### src/rtl/agencia_pkg.sv
// Shared weekday type, field widths and business-hour defaults for the
// branch time-keeping blocks.
package agencia_pkg;

  localparam int HOUR_W = 5;
  localparam int MIN_W  = 6;
  localparam int DAY_W  = 3;

  localparam int DEF_OPEN_HOUR  = 10;
  localparam int DEF_CLOSE_HOUR = 16;

  typedef enum logic [DAY_W-1:0] {DOM, SEG, TER, QUA, QUI, SEX, SAB} weekday_t;

  // Monday through Friday.
  function automatic logic dia_util(input logic [DAY_W-1:0] d);
    return (d >= SEG) && (d <= SEX);
  endfunction

endpackage

### src/rtl/contador_mod.sv
// Modulo-N counter with enable, saturating synchronous load and carry-out,
// chained carry->enable to build prescaler, minute, hour and day digits.
module contador_mod #(
  parameter int            N         = 60,
  parameter int            W         = 6,
  parameter logic [W-1:0]  RESET_VAL = '0
) (
  input  logic         clk,
  input  logic         reset,
  input  logic         en,
  input  logic         load,
  input  logic [W-1:0] load_val,
  output logic [W-1:0] count,
  output logic [W-1:0] count_next,
  output logic         carry
);

  localparam logic [W-1:0] LAST = W'(N - 1);

  assign carry = en && (count == LAST);

  // count_next is exported so the parent can look at the upcoming time.
  always_comb begin
    count_next = count;
    if (load) begin
      count_next = (load_val > LAST) ? LAST : load_val;
    end else if (en) begin
      count_next = carry ? '0 : count + W'(1);
    end
  end

  always_ff @(posedge clk) begin
    if (reset) begin
      count <= RESET_VAL;
    end else begin
      count <= count_next;
    end
  end

endmodule

### src/rtl/relogio_expediente.sv
// Time-of-day / weekday keeper producing the business-hours flag and the
// opening/closing pulses for the vault alarm and status display.
module relogio_expediente
  import agencia_pkg::*;
#(
  parameter int CYCLES_PER_MIN = 1,
  parameter int OPEN_HOUR      = DEF_OPEN_HOUR,
  parameter int CLOSE_HOUR     = DEF_CLOSE_HOUR
) (
  input  logic              clk_2,
  input  logic              reset,
  input  logic              run,
  input  logic              load,
  input  logic [HOUR_W-1:0] load_hour,
  input  logic [MIN_W-1:0]  load_min,
  input  logic [DAY_W-1:0]  load_day,
  output logic [HOUR_W-1:0] hour,
  output logic [MIN_W-1:0]  minute,
  output logic [DAY_W-1:0]  day,
  output logic              expediente,
  output logic              min_tick,
  output logic              open_pulse,
  output logic              close_pulse
);

  localparam int PRE_W = (CYCLES_PER_MIN > 1) ? $clog2(CYCLES_PER_MIN) : 1;
  localparam logic [HOUR_W-1:0] OPEN_H  = HOUR_W'(OPEN_HOUR);
  localparam logic [HOUR_W-1:0] CLOSE_H = HOUR_W'(CLOSE_HOUR);

  logic [PRE_W-1:0]  pre_count, pre_next;
  logic [MIN_W-1:0]  min_next;
  logic [HOUR_W-1:0] hour_next;
  logic [DAY_W-1:0]  day_next;
  logic              pre_carry, min_carry, hour_carry, day_carry;
  logic              exp_reg, exp_next;

  contador_mod #(.N(CYCLES_PER_MIN), .W(PRE_W), .RESET_VAL('0)) u_pre (
    .clk(clk_2), .reset(reset), .en(run), .load(load), .load_val(PRE_W'(0)),
    .count(pre_count), .count_next(pre_next), .carry(pre_carry)
  );

  contador_mod #(.N(60), .W(MIN_W), .RESET_VAL('0)) u_min (
    .clk(clk_2), .reset(reset), .en(pre_carry), .load(load), .load_val(load_min),
    .count(minute), .count_next(min_next), .carry(min_carry)
  );

  contador_mod #(.N(24), .W(HOUR_W), .RESET_VAL('0)) u_hour (
    .clk(clk_2), .reset(reset), .en(min_carry), .load(load), .load_val(load_hour),
    .count(hour), .count_next(hour_next), .carry(hour_carry)
  );

  contador_mod #(.N(7), .W(DAY_W), .RESET_VAL(DAY_W'(SEG))) u_day (
    .clk(clk_2), .reset(reset), .en(hour_carry), .load(load), .load_val(load_day),
    .count(day), .count_next(day_next), .carry(day_carry)
  );

  // Counter outputs that nothing in this block consumes.
  logic unused_bits;
  assign unused_bits = ^{pre_count, pre_next, min_next, day_carry};

  // Evaluated on the upcoming time so the flag lines up with hour/day.
  assign exp_next = dia_util(day_next) && (hour_next >= OPEN_H) && (hour_next < CLOSE_H);

  always_ff @(posedge clk_2) begin
    if (reset) begin
      exp_reg     <= 1'b0;
      min_tick    <= 1'b0;
      open_pulse  <= 1'b0;
      close_pulse <= 1'b0;
    end else begin
      exp_reg     <= exp_next;
      min_tick    <= pre_carry && !load;
      open_pulse  <= exp_next && !exp_reg;
      close_pulse <= !exp_next && exp_reg;
    end
  end

  assign expediente = exp_reg;

endmodule

### config.mk
export PLATFORM = sky130hd
export DESIGN_NAME = relogio_expediente
export DESIGN_NICKNAME = d
export VERILOG_FILES = /design/src/rtl/agencia_pkg.sv /design/src/rtl/contador_mod.sv /design/src/rtl/relogio_expediente.sv
export SDC_FILE = /design/constraint.sdc
export NUM_CORES = 1
export LEC_CHECK = 0
export ABC_CLOCK_PERIOD_IN_PS = 3600
export BUFFER_PORTS_ARGS = -buffer_cell sky130_fd_sc_hd__buf_2
export CAP_MARGIN = 30
export CORE_UTILIZATION = 40
export DETAILED_ROUTE_END_ITERATION = 7
export PLACE_DENSITY_LB_ADDON = 0.3
export SLEW_MARGIN = 20
export SYNTH_ARGS = -nofsm -noshare
export SYNTH_HDL_FRONTEND = slang
export SYNTH_SLANG_ARGS = --single-unit
### constraint.sdc
create_clock -name clk_2 -period 3.6 [get_ports clk_2]
set_clock_uncertainty 0.15 [all_clocks]
set_input_delay 0.36 -clock clk_2 [delete_from_list [all_inputs] [get_ports clk_2]]
set_output_delay 0.36 -clock clk_2 [all_outputs]
set_load 0.005 [all_outputs]
==> run_results.csv, run 1 <==
group,metric,value,unit
clock_network,clock_transition_at_the_registers_of_the_reported_paths,110,ps
synthesis,post_synth_most_frequent_cells,"sky130_fd_sc_hd__dfxtp_1, sky130_fd_sc_hd__nand2_1, sky130_fd_sc_hd__nor2_1",
setup_path,critical_path.endpoint_type,"register",
clock_network,cts_resized,0,
final_layout,area_growth,19.3,%
synthesis,synthMostInstantiatedCell,"sky130_fd_sc_hd__dfxtp_1",
synthesis,count_of_synthesis_stage_warnings_from_yosys,0,
sta,timing.final.crit_share,64.0,%
status,outcome,"complete, no violations",
sta,fin_tns_setup,0,ps
floorplan,ios,36,
routing,route.vias.total,1160,
setup_path,worst_ep_arrival_time,2360,ps
setup_path,crit_start,"u_min.count[0]",
global_routing,grt_start_max_net_pins,20,
synthesis,synthesis.instances,136,
clock_network,clock-root-buffer,"sky130_fd_sc_hd__clkbuf_4",
synthesis,synth_cell_type_count,47,
final_layout,antenna_cells_inserted,0,
sta,setup_viol_count_final,0,
routing,postRouteWirelength,2810,um
routing,antenna_violating_nets_post_route,0,
synthesis,netlist.top_cell.by_area,"sky130_fd_sc_hd__dfxtp_1",
pwr,cellPowerDensity,317,nW/um^2
pwr,max-vdd-ir-drop,0.191,mV
clock_network,post-cts-setup-buffer-count,0,
global_routing,global_route.usage.total,19.0,%
global_routing,number_of_global_route_vias_before_repair,1072,
routing,detail_route.first_pass.iterations,4,
sta,report.final.slew_viol_count,0,
pwr,total_leakage_power,0.645,nW
synthesis,synth-async-reset-ratio,0,%
clock_network,holdBufCountCts,0,
setup_path,critical_path.top_delay_family,"simple AND/OR/NAND/NOR gates",
setup_path,worst_path_largest_cell_delay,420,ps
global_routing,grt_antenna_before_repair,0,
synthesis,synth_enable_flop_cells,0,
synthesis,number_of_nets_produced_by_synthesis,158,
placed_design,dpl_cell_area,1350,sq um
setup_path,timing.setup.critical_path_class,"reg2reg",
synthesis,synth_ff_type,"sky130_fd_sc_hd__dfxtp_1",
setup_path,worstRegToRegCells,6,
clock_network,numClockSinks,19,
placed_design,io_buffer_count,35,
hold_path,worst_hold_path_type,"in2reg",
placed_design,dp_hpwl,2170,um
synthesis,synth.ff_latch_count,19,
sta,setup_repair_after_global_routing_missed_its_margin,"no",
synthesis,post_synth_instance_area,1150,sq um
synthesis,synth_largest_type_area_fraction,32.9,%
clock_network,worst_skew_pair.late_latency,300,ps
clock_network,cts_buffers,3,
setup_path,worstReg2RegStart,"u_min.count[0]",
final_layout,stdcell_area,1380,sq um
sta,timing.fmax,434,MHz
global_routing,overflow,0,
floorplan,floorplan.rows,19,
floorplan,die-area,3110,sq um
floorplan,die_h,55.7,um
routing,drt_first_iter_violations,43,
setup_path,timing.critical_path.from_type,"register",
final_layout,final_net_count,194,
hold_path,min-delay-start,"run",
run,cap_viol_max_count,0,
synthesis,synth.yosys.seq_area_share,32.9,%
sta,tightestPinTransition,419,ps
floorplan,start_util,42.2,%
routing,drc,0,
synthesis,synth_area_per_cell,8.49,sq um
setup_path,critical_path_stages,6,
placed_design,place_congestion,0.777,
setup_path,crit_fanout,8,
synthesis,netlist_top_cells_area,"sky130_fd_sc_hd__dfxtp_1, sky130_fd_sc_hd__ha_1, sky130_fd_sc_hd__nand2_1",
final_layout,final_layout_size_suffix_gt1_share,28.7,%
routing,detail_route.vias_per_cell,5.74,
global_routing,grt_first_pass_wirelength,4710,um
clock_network,cts.htree.levels,1,
setup_path,cp_num_buf_inv,0,
setup_path,critical_path_required,3660,ps
sta,final_hold_viol_count,0,
floorplan,core_area,2730,sq um
setup_path,cp_cell_sequence,"ha_1 -> nand3b_4 -> nor4b_1 -> mux2_2 -> and2_4 -> o311a_1",
floorplan,fp.dieW,55.7,um
sta,slew-limit-headroom,72.0,%
sta,finalWorstPathRequiredPeriod,2300,ps
clock_network,max-clock-path-buffers,2,
setup_path,crit_path_max_delay_cell_type,"sky130_fd_sc_hd__dfxtp_1",
clock_network,tritoncts,"built",
routing,detail_route.wl_per_cell,13.9,um
hold_path,hold-path-cell-count,2,
## layout make-up
cell class	instances	area [sq um]
flip-flops and latches	19	380
fillers	272	1360
clock buffers	4	26.3
well taps	31	38.8
inverters	4	15.0
multi-input cells	109	742
repair buffers	35	175
## state kept, by name, indices dropped and copies added (netlist names)
| name | flops |
|---|---|
| u_pre.count | 1 |
| close_pulse | 1 |
| min_tick | 1 |
| open_pulse | 1 |
| u_hour.count | 5 |
| u_day.count | 3 |
| expediente | 1 |
| u_min.count | 6 |
## logic make-up after synthesis
| kind of cell | count (synthesis) | share of synthesized area [%] |
|---|---|---|
| AOI/OAI and AO/OA | 34 | 22.1 |
| xor gates and xnor gates | 1 | 0.759 |
| adders and majority gates | 4 | 4.33 |
| buffers and inverters | 8 | 2.82 |
| DFF | 19 | 32.9 |
| muxes | 3 | 2.82 |
| and+or+nand+nor | 67 | 34.2 |
## layout by cell type (no fill, tap or decap), types with 3 or more instances in the layout
cell | synthesis | final
sky130_fd_sc_hd__nand2_1 | 13 | 13
sky130_fd_sc_hd__dfxtp_1 | 19 | 19
sky130_fd_sc_hd__a211oi_1 | 4 | 4
sky130_fd_sc_hd__nand3_1 | 5 | 5
sky130_fd_sc_hd__a311oi_1 | 3 | 3
sky130_fd_sc_hd__a21oi_1 | 4 | 4
sky130_fd_sc_hd__buf_2 | 2 | 35
sky130_fd_sc_hd__clkbuf_4 | 0 | 3
sky130_fd_sc_hd__o21ai_0 | 7 | 7
sky130_fd_sc_hd__nor2b_1 | 3 | 3
sky130_fd_sc_hd__and3_1 | 3 | 3
sky130_fd_sc_hd__inv_1 | 4 | 4
sky130_fd_sc_hd__nor2_1 | 12 | 12
sky130_fd_sc_hd__and2_1 | 5 | 5
sky130_fd_sc_hd__ha_1 | 4 | 4
sky130_fd_sc_hd__nor3_1 | 8 | 8
## report_power, final
group          total, mW  switching, mW  internal [mW]
registers          0.239         0.0165          0.222
clock network      0.113         0.0700         0.0433
logic             0.0848         0.0434         0.0414
## worst paths after layout
check / endpoint / slack, ps
setup / recovery: close_pulse / 1300
hold / removal: u_pre.count / 140
setup reg to reg: close_pulse / 1300
hold reg to reg: open_pulse / 320
## metal layers
| metal | vias to the layer above | GRT usage [%] | share of wire [%] |
|---|---|---|---|
| li1 | 591 | - | - |
| met1 | 542 | 23.7 | 46 |
| met2 | 22 | 32.5 | 49 |
| met3 | 5 | 3.02 | 2.9 |
| met4 | 0 | 7.50 | 1.3 |
| met5 | - | 0 | 0 |
## through the flow
stage	hold WS (ps)	setup WS [ps]	util (%)	power (mW)	cells
final	135	1300	50.4	0.437	202
after CTS	135	1290	50.4	0.439	202
after floorplan	287	1410	-	0.293	136
after global placement	288	1360	49.4	0.326	198
after detailed placement	303	1290	49.4	0.328	198
after global routing	160	1100	50.4	0.457	202
## worst reg2reg max path: stages, from the launching register on
cell and delay (ps):
sky130_fd_sc_hd__dfxtp_1 420, sky130_fd_sc_hd__ha_1 320, sky130_fd_sc_hd__nand3b_4 140, sky130_fd_sc_hd__nor4b_1 320, sky130_fd_sc_hd__mux2_2 390, sky130_fd_sc_hd__and2_4 150, sky130_fd_sc_hd__o311a_1 310
(Power assumes the default switching activity.)
==> run 2: changes to the inputs <==
--- a/config.mk
+++ b/config.mk
@@ -5,7 +5,8 @@
 export SDC_FILE = /design/constraint.sdc
 export NUM_CORES = 1
 export LEC_CHECK = 0
-export ABC_CLOCK_PERIOD_IN_PS = 3600
+export ABC_AREA = 1
+export ABC_CLOCK_PERIOD_IN_PS = 2230
 export BUFFER_PORTS_ARGS = -buffer_cell sky130_fd_sc_hd__buf_2
 export CAP_MARGIN = 30
 export CORE_UTILIZATION = 40
==> constraint.sdc (replaced) <==
create_clock -name clk_2 -period 2.23 [get_ports clk_2]
set_clock_uncertainty 0.15 [all_clocks]
set_input_delay 0.223 -clock clk_2 [delete_from_list [all_inputs] [get_ports clk_2]]
set_output_delay 0.223 -clock clk_2 [all_outputs]
set_load 0.005 [all_outputs]
==> run 2 against run 1 <==
Against the previous run: first-iteration DRC count fell by 33%; critical path type unchanged; total power up 53%; design area is 1.8% lower; final cell count is 18% higher; die area down 2.3%.
==> run_results.csv, run 2 <==
group,metric,value,unit
routing,detail_route.wl_per_cell,10.5,um
pwr,cellPowerDensity,495,nW/um^2
setup_path,timing.critical_path.from_type,"register",
synthesis,synthMostInstantiatedCell,"sky130_fd_sc_hd__nand2_1",
setup_path,r2r_end,"open_pulse",
synthesis,netlist.top_cell.by_area,"sky130_fd_sc_hd__dfxtp_1",
final_layout,layout.cells.most_common,"sky130_fd_sc_hd__nand2_1",
clock_network,cts_resized,0,
sta,timing.final.crit_share,89.9,%
setup_path,critical_path.endpoint_type,"register",
pwr,p_sw,190,uW
global_routing,overflow,0,
floorplan,start_util,43.9,%
hold_path,worst_hold_path_type,"in2reg",
hold_path,hold-path-cell-count,3,
pwr,logic_gate_share_of_total_power,18.5,%
synthesis,synth_cell_type_count,25,
global_routing,number_of_global_route_vias_before_repair,998,
clock_network,cts.htree.levels,1,
floorplan,core_area,2570,sq um
floorplan,die_h,55.1,um
synthesis,synth_ff_type,"sky130_fd_sc_hd__dfxtp_1",
sta,final_hold_viol_count,0,
routing,route.vias.total,1170,
routing,detail_route.vias_per_cell,4.92,
floorplan,die-area,3030,sq um
global_routing,grt_start_max_net_pins,20,
setup_path,critical_path_required,2320,ps
synthesis,synth.ff_latch_count,19,
routing,drt_first_iter_violations,29,
sta,finalWorstPathRequiredPeriod,2000,ps
synthesis,synth.yosys.seq_area_share,33.7,%
routing,antenna_violating_nets_post_route,0,
setup_path,worst_ep_arrival_time,2090,ps
placed_design,dp_hpwl,1920,um
synthesis,count_of_synthesis_stage_warnings_from_yosys,0,
pwr,p_seq_share,56.2,%
clock_network,worst_skew_pair.late_latency,290,ps
clock_network,clock_transition_at_the_registers_of_the_reported_paths,110,ps
final_layout,final_net_count,231,
sta,setup_ws,226,ps
setup_path,r2r_slack,230,ps
sta,timing.fmax,499,MHz
clock_network,cts_buffers,3,
clock_network,numClockSinks,19,
synthesis,synth_area_per_cell,6.55,sq um
sta,tightestPinTransition,520,ps
final_layout,final_layout_size_suffix_gt1_share,25.5,%
pwr,cellInternalPower,480,uW
pwr,max-vdd-ir-drop,0.362,mV
final_layout,multi_input_gate_area_in_the_final_layout,641,sq um
placed_design,io_buffer_count,35,
pwr,share_clk_of_total_power,25.3,%
setup_path,timing.setup.critical_path_class,"reg2reg",
sta,setup_repair_after_global_routing_missed_its_margin,"no",
routing,detail_route.first_pass.iterations,4,
hold_path,min-delay-start,"load_min[4]",
final_layout,seqCellArea,380,sq um
synthesis,netlist_top_cells_area,"sky130_fd_sc_hd__dfxtp_1, sky130_fd_sc_hd__nand2_1, sky130_fd_sc_hd__inv_1",
final_layout,layout_top_registers,"u_min.count (6), u_hour.count (5), u_day.count (3)",
setup_path,worstRegToRegCells,11,
run,cap_viol_max_count,0,
final_layout,core_util_final,52.7,%
status,outcome,"complete, no violations",
synthesis,synthesis.instances,172,
final_layout,antenna_cells_inserted,0,
clock_network,tritoncts,"built",
synthesis,post_synth_instance_area,1130,sq um
global_routing,grt_antenna_before_repair,0,
floorplan,floorplan.rows,18,
sta,fin_tns_setup,0,ps
global_routing,grt_first_pass_wirelength,3990,um
final_layout,largest_register_ffs,6,
placed_design,dp_slack,254,ps
synthesis,post_synth_most_frequent_cells,"sky130_fd_sc_hd__nand2_1, sky130_fd_sc_hd__inv_1, sky130_fd_sc_hd__dfxtp_1",
pwr,switching_share,28.3,%
pwr,total_leakage_power,0.724,nW
setup_path,crit_fanout,12,
final_layout,final_cell_mix,"sky130_fd_sc_hd__nand2_1, sky130_fd_sc_hd__buf_2, sky130_fd_sc_hd__inv_1",
global_routing,global_route.usage.total,18.6,%
placed_design,place_congestion,0.799,
synthesis,synth-async-reset-ratio,0,%
final_layout,final.fill_count,279,
synthesis,synth_largest_type_area_fraction,33.7,%
clock_network,clock-root-buffer,"sky130_fd_sc_hd__clkbuf_4",
clock_network,max-clock-path-buffers,2,
floorplan,ios,36,
routing,drc,0,
setup_path,worstReg2RegStart,"u_min.count[0]",
hold_path,worst_hold_path.endpoint,"u_min.count[4]",
sta,setup_viol_count_final,0,
sta,slew-limit-headroom,65.1,%
final_layout,area_growth,20.0,%
floorplan,fp.dieW,55.1,um
synthesis,number_of_nets_produced_by_synthesis,194,
final_layout,regMostFlops,"u_min.count",
sta,report.final.slew_viol_count,0,
routing,postRouteWirelength,2500,um
synthesis,synth_enable_flop_cells,0,
run 2: worst max-delay path by stage:
stage	to	slack [ps]	startpoint
after CTS	open_pulse	200	u_min.count[0]
after global placement	open_pulse	250	u_min.count[0]
after global routing	open_pulse	30	u_min.count[0]
after floorplan	open_pulse	510	u_min.count[0]
after detailed placement	open_pulse	250	u_min.count[0]
final	open_pulse	230	u_min.count[0]
run 2: power groups by stage:
stage	clock, mW	sequential [mW]	combinational (mW)
floorplan	0	0.383	0.0740
global placement	0	0.384	0.123
detailed placement	0	0.384	0.122
global route	0.194	0.380	0.143
CTS	0.181	0.377	0.125
finish	0.170	0.377	0.124
run 2: kinds of logic (layout without fill, tap and decap cells):
group                    Yosys count  in the layout  share of synthesized area (%)
AO/OA/AOI/OAI                     23             23                           11.1
XOR/XNOR                           3              3                           2.33
adder cells (fa/ha/maj)            4              4                           4.44
buffers and inverters             26             62                           9.43
flip-flops                        19             19                           33.7
AND/OR/NAND/NOR                   97             97                           39.0
run 2: per-layer routing:
layer	vias to the layer above	share of wire [%]	wire length [um]	track usage, %
li1	626	-	-	-
met1	510	46	1150	22.7
met2	32	48	1200	32.5
met3	2	5.2	129	2.46
met4	0	0.60	15	7.50
met5	-	0	0	0
run 2: layout make-up:
type                    instances  share of cell area [%]
inverters                      22                    6.11
well taps                      30                    2.78
multi-input cells             127                    47.4
flip-flops and latches         19                    28.1
clock buffers                   4                    1.94
repair buffers                 36                    13.7
run 2: what timing repair did:
action,in CTS,in global routing
hold buffers,1,0
hold endpoints to repair,1,0
buffers inserted,0,0
run 2: per-stage QoR:
stage	total power, mW	instance area (sq um)	hold slack, ps	instances
after floorplan	0.457	1130	142	172
after global placement	0.507	1320	275	233
after detailed placement	0.507	1320	279	233
after CTS	0.683	1350	42.8	238
after global routing	0.717	1350	63.4	238
final	0.670	1350	57.3	238
run 2: worst max-delay path: stages, from the launching register on:
cell and delay, ps:
sky130_fd_sc_hd__dfxtp_1 410, sky130_fd_sc_hd__ha_1 260, sky130_fd_sc_hd__nand3_2 130, sky130_fd_sc_hd__nor2_4 270, sky130_fd_sc_hd__nand2_1 130, sky130_fd_sc_hd__nand2_1 80, sky130_fd_sc_hd__nand3_1 60, sky130_fd_sc_hd__nand2_1 90
sky130_fd_sc_hd__nand2_1 70, sky130_fd_sc_hd__nor2_2 130, sky130_fd_sc_hd__nand3_2 100, sky130_fd_sc_hd__nor2_2 70
